[src/rtl/demux_deser.sv]
// rtl/demux_deser.sv - serial-to-parallel deserializer with one-hot write decoder
// Optional feature macro: DESER_FLUSH_EN (adds flush input that closes a partial word)
// Ports:
//   clk        rising-edge clock
//   reset      asynchronous active-high reset
//   in_bit     serial data bit; in_valid qualifies it; in_ready high while filling
//   out_data   assembled word, bit i = i-th accepted bit (LSB first)
//   out_valid  word complete and stable; out_ready takes it
//   flush      (DESER_FLUSH_EN only) close a partially filled word
module demux_deser #(
    parameter int n = 4,
    localparam int m = 2 ** n
) (
    input  logic         clk,
    input  logic         reset,
    input  logic         in_bit,
    input  logic         in_valid,
    output logic         in_ready,
    output logic [m-1:0] out_data,
    output logic         out_valid,
    input  logic         out_ready
`ifdef DESER_FLUSH_EN
    ,
    input  logic         flush
`endif
);

    typedef enum logic {
        FILL = 1'b0,
        HOLD = 1'b1
    } state_t;

    state_t       state;
    state_t       state_next;
    logic [n-1:0] idx;
    logic         accept;
    logic         last_bit;
    logic         close_word;
    logic         handoff;
    logic [m-1:0] wr_en;
    logic [m-1:0] data_next;

    // Handshake outputs are pure decodes of the state register.
    assign in_ready  = (state == FILL);
    assign out_valid = (state == HOLD);

    assign accept   = in_valid & in_ready;
    assign last_bit = &idx;
    assign handoff  = out_valid & out_ready;

`ifdef DESER_FLUSH_EN
    // A flush closes the word only if it holds at least one bit, counting a
    // bit accepted in the same cycle (that bit lands before the word closes).
    assign close_word = (accept & last_bit) |
                        (in_ready & flush & ((idx != '0) | accept));
`else
    assign close_word = accept & last_bit;
`endif

    // Structural demux: one-hot decode of idx gated by accept steers in_bit
    // into exactly one word bit; every other bit recirculates.
    for (genvar i = 0; i < m; i++) begin : g_dec
        assign wr_en[i]     = accept & (idx == n'(i));
        assign data_next[i] = wr_en[i] ? in_bit : out_data[i];
    end

    always_comb begin
        state_next = state;
        case (state)
            FILL:    if (close_word) state_next = HOLD;
            HOLD:    if (out_ready)  state_next = FILL;
            default: state_next = FILL;
        endcase
    end

    always_ff @(posedge clk or posedge reset) begin
        if (reset) begin
            state    <= FILL;
            idx      <= '0;
            out_data <= '0;
        end else begin
            state <= state_next;
            if (close_word) begin
                idx <= '0;
            end else if (accept) begin
                idx <= idx + 1'b1;
            end
            // Clearing on handoff means a short (flushed) word always has
            // zeros in its unwritten positions.
            if (handoff) begin
                out_data <= '0;
            end else begin
                out_data <= data_next;
            end
        end
    end

endmodule

[config.mk]
export PLATFORM = sky130hd
export DESIGN_NAME = demux_deser
export DESIGN_NICKNAME = d
export VERILOG_FILES = /design/src/rtl/demux_deser.sv
export SDC_FILE = /design/constraint.sdc
export NUM_CORES = 1
export LEC_CHECK = 0
export BUFFER_PORTS_ARGS = -buffer_cell sky130_fd_sc_hd__buf_4
export CAP_MARGIN = 0
export CORE_UTILIZATION = 45
export DETAILED_ROUTE_END_ITERATION = 12
export PLACE_DENSITY = 0.66
export RECOVER_POWER = 50
export SLEW_MARGIN = 20
export SYNTH_ARGS = -nofsm -noshare
export SYNTH_HDL_FRONTEND = slang
export SYNTH_SLANG_ARGS = --single-unit
export TNS_END_PERCENT = 30
[constraint.sdc]
create_clock -name clk -period 1.5 [get_ports clk]
set_input_delay 0.3 -clock clk [delete_from_list [all_inputs] [get_ports clk]]
set_output_delay 0.3 -clock clk [all_outputs]
set_load 0.02 [all_outputs]
After elaboration in Yosys (flattened, before gate mapping)
Index checks and enable logic that the tools add are counted.
Storage, ports and cells
  bits in registers: 21
  logic and storage cells: 95
Cells by class
  mux-type cells: 22
  add/sub/neg operators: 1
  reduce and logical (&&, ||, !) cells: 19
  bitwise operators: 20
  eq/ne operators: 15
Operators with widths (count)
  nonzero test 2 bit: 17
  equality test 4 bit (second input constant): 8
  bitwise AND 1 bit: 19
  two-way mux 1 bit: 18
  equality test 4 x 3 -> 1 bit (second input constant): 4
  two-way mux 16 bit: 1
  equality test 4 x 2 -> 1 bit (second input constant): 2
  two-way mux 4 bit: 2
  adder 4 x 1 -> 4 bit (second input constant): 1
  equality test 4 x 1 -> 1 bit (second input constant): 1
  zero test 4 bit: 1
  AND reduction 4 bit: 1
  case mux 1 bit (2 select lines): 1
  NOT 1 bit: 1

Logic depth before layout (Yosys ltp)
  depth after elaboration: 5
  gate-level depth with buffers: 5
  mapped depth without buffers: 5

Worst setup path after synthesis
OpenSTA, ideal clock, no wires.
  path type: reg-to-reg
  start point: register idx[0]
  end point: register out_data[0]
  stages on the path, launching flop included: 6
  clock period less this slack: 1.282 ns
  arrival: 1.144 ns
  library setup time: 0.138 ns
  path buffers: 0
  setup slack: 0.218 ns
  path through: dfrtp_1 inv_1 ha_1 nand3b_4 o311ai_1 o41ai_1
On the way
  word-level cells in the longest chain between the ends: 3
Ends and longest elaborated chain
  start, declared: RTL line 35  | logic [n-1:0] idx;
  start signal, assigned: RTL line 86  | idx <= idx + 1'b1;
  zero test 4 bit: RTL line 63  | assign wr_en[i] = accept & (idx == n'(i));
  bitwise AND 1 bit: RTL line 63
  nonzero test 2 bit (no source line)
  end signal, assigned: RTL line 93  | out_data <= data_next;
  end, declared: RTL line 19  | output logic [m-1:0] out_data,
Every way passes these cells.
A chain may end at the register's enable or synchronous reset.

Final worst setup path
  start point: register idx[1]
  end point: register out_data[3]
On the way
  word-level cells in the longest chain between the ends: 3
Ends and longest elaborated chain (RTL line)
  equality test 4 x 2 -> 1 bit: 63
  bitwise AND 1 bit: 63
  nonzero test 2 bit (no source line)
Every way passes these cells.

==> impl_metrics.env <==
export IMPL_status="completed"
export IMPL_hold_class="input port to register"
export IMPL_min_period_over_period_pct=94.8
export IMPL_finalWorstSetupSlack_ns=0.0785
export IMPL_skew_ns=0.00414
export IMPL_worstHoldStart="out_ready"
export IMPL_reg2reg_from="idx[1]$_DFFE_PP0P_"
export IMPL_root_buffer="clkbuf_4"
export IMPL_io_buffers=22
export IMPL_gp_congestion=0.754
export IMPL_die_w_um=52.4
export IMPL_cp_required_ns=1.68
export IMPL_synth_seq_cells=21
export IMPL_placed_cell_area_um2=1330
export IMPL_grt_setup_unrepaired="true"
export IMPL_syn_nets=96
export IMPL_dpl_hpwl_mm=1.62
export IMPL_grt_pass1_wl_mm=3.97
export IMPL_crit_start="idx[1]$_DFFE_PP0P_"
export IMPL_num_fill_cells=196
export IMPL_numCtsBuffers=3
export IMPL_path_cells="ha_1 > nand3b_4 > o311ai_2 > o41ai_2"
export IMPL_synth_edff_count=0
export IMPL_routed_wl_mm=2.40
export IMPL_die_area_um2=2750
export IMPL_worst_setup_path_start_kind="register"
export IMPL_vias_per_cell=5.94
export IMPL_clk_pin_slew_ns=0.12
export IMPL_grt_overflow=0
export IMPL_cap_violations=0
export IMPL_seq_area_frac_synth_pct=45.9
export IMPL_final_util_pct=58.8
export IMPL_drc=0
export IMPL_grt_pass1_vias=804
export IMPL_grt_antenna_before_repair=0
export IMPL_num_rows=17
export IMPL_grt_usage_pct=20.1
export IMPL_cts_hold_buf=0
export IMPL_cts_tree="yes"
export IMPL_worst_path_max_delay_cell="dfrtp_1"
export IMPL_ys_types=27
export IMPL_yosysTopAreaCellShare_pct=45.9
export IMPL_drive_gt1_share_pct=40.5
export IMPL_htree_levels=1
export IMPL_p_leak_nw=0.615
export IMPL_yosysWarnings=0
export IMPL_vdd_ir_drop_max_mv=0.975
export IMPL_synthTopCellsByCount="dfrtp_1, o211ai_1, o31ai_2"
export IMPL_wl_per_cell_um=17.3
export IMPL_drtIter0Drc=13
export IMPL_num_antenna_cells=0
export IMPL_post_synth_top_count_cell="dfrtp_1"
export IMPL_synth_ff_type="dfrtp_1"
export IMPL_fmax_mhz=704
export IMPL_die_y_um=52.4
export IMPL_cts_sinks=21
export IMPL_maxSlewViolCount=0
export IMPL_crit_type="register to register"
export IMPL_critPathArrivalTime_ns=1.60
export IMPL_powerDensity_nw_per_um2=2000
export IMPL_cts_buffer_depth=2
export IMPL_grt_max_degree=22
export IMPL_setup_viol=0
export IMPL_synth_top_cell_by_area="dfrtp_1"
export IMPL_synthTopCellsByArea="dfrtp_1, o31ai_2, o211ai_1"
export IMPL_crit_path_max_fanout=10
export IMPL_hold_violations=0
export IMPL_initial_core_util_pct=49.8
export IMPL_worst_pin_slew_ns=1.12
export IMPL_io_pins=23
export IMPL_ys_async_sr_fraction_pct=100
export IMPL_worstSetupEndpointType="register"
export IMPL_max_slew_margin_pct=25.2
export IMPL_antenna_left=0
export IMPL_multi_input_area_um2=574
export IMPL_fp_coreArea_um2=2300
export IMPL_ff_latch_area_um2=528
export IMPL_synthCells=87
export IMPL_area_growth_pct=18.0
export IMPL_min_period_ns=1.42
export IMPL_clock_latency_ns=0.30
export IMPL_dr_pass1_iters=4
export IMPL_final_area_um2=1350
export IMPL_vias=825
export IMPL_synth_area_um2=1140
export IMPL_dpl_worst_slack_ns=0.0465
export IMPL_cpPeakStageDelay_ns=0.43
export IMPL_final_nets=121
export IMPL_holdWs_ns=0.201
export IMPL_synth_avg_cell_area_um2=13.2
[logic make-up (layout without fill, tap and decap cells)]
group,count (synthesis),count (layout),synth area share (%)
compound gates,38,38,31.1
xor+xnor,1,1,0.765
fa+ha+maj,4,4,4.37
buf+inv,11,35,5.24
flops,21,21,45.9
mux,1,1,0.984
simple gates,11,11,11.6
[layer usage]
metal	vias to the layer above	wire (µm)	GRT usage (%)
li1	393	-	-
met1	412	1170	28.5
met2	18	1120	30.0
met3	2	98	4.93
met4	0	14	6.58
met5	-	0	0
[worst max-delay path, delay by kind of cell, from the launching register on]
kind / cells / cell delay, ns
compound gates: 2 / 0.41
fa+ha+maj: 1 / 0.27
simple gates: 1 / 0.20
flops: 1 / 0.43
[path summary, 6_finish.rpt]
path                                           endpoint  slack, ns  cells past startpoint
worst max-delay path            out_data[3]$_DFFE_PP0P_       0.08                      4
worst min-delay path                out_valid$_DFF_PP0_       0.20                      2
worst max register to register  out_data[3]$_DFFE_PP0P_       0.08                      4
worst min register to register  out_data[8]$_DFFE_PP0P_       0.55                      2
max in group asynchronous           out_valid$_DFF_PP0_       0.42                      3
min in group asynchronous       out_data[6]$_DFFE_PP0P_       0.34                      3
[metrics by stage]
step           TNS (ns)  power, mW  cells
5_1_grt         -0.0365       2.90    139
6_report              0       2.71    139
2_1_floorplan         0       1.99     87
3_3_place_gp          0       2.43    134
4_1_cts               0       2.74    138
3_5_place_dp          0       2.47    134
[power breakdown]
group / internal, mW / total [mW] / switching [mW]
registers: 0.803 / 1.01 / 0.202
logic: 0.593 / 1.44 / 0.843
clock network: 0.103 / 0.268 / 0.165
[layout make-up]
cell class,instances,area share (%)
Clock buffer,4,1.94
Inverter,4,1.11
Multi-Input combinational cell,55,42.5
Sequential cell,21,39.1
Tap cell,28,2.59
Timing Repair Buffer,27,12.8
[cell usage in the layout, fill, tap and decap left out, drive strengths merged]
cell type	netlist	layout
a21oi	1	1
ha	4	4
inv	4	4
o311ai	4	4
clkbuf	2	13
a21o	1	1
o22ai	1	1
nand2b	3	3
o41ai	5	5
o21ai	1	1
a311oi	1	1
o211ai	12	12
dfrtp	21	21
mux2	1	1
nand2	3	3
xnor2	1	1
buf	5	18
o31ai	12	12
nand3b	5	5
[sequential cells by signal (all words and copies together), names as in the netlist]
register,count
idx,4
out_valid,1
out_data,16
[what timing repair did]
action,CTS,global route
endpoints found under the setup margin,0,11
buffers inserted,0,1
gates resized for setup,0,4
No activity file was read; power rests on OpenSTA's default activity.
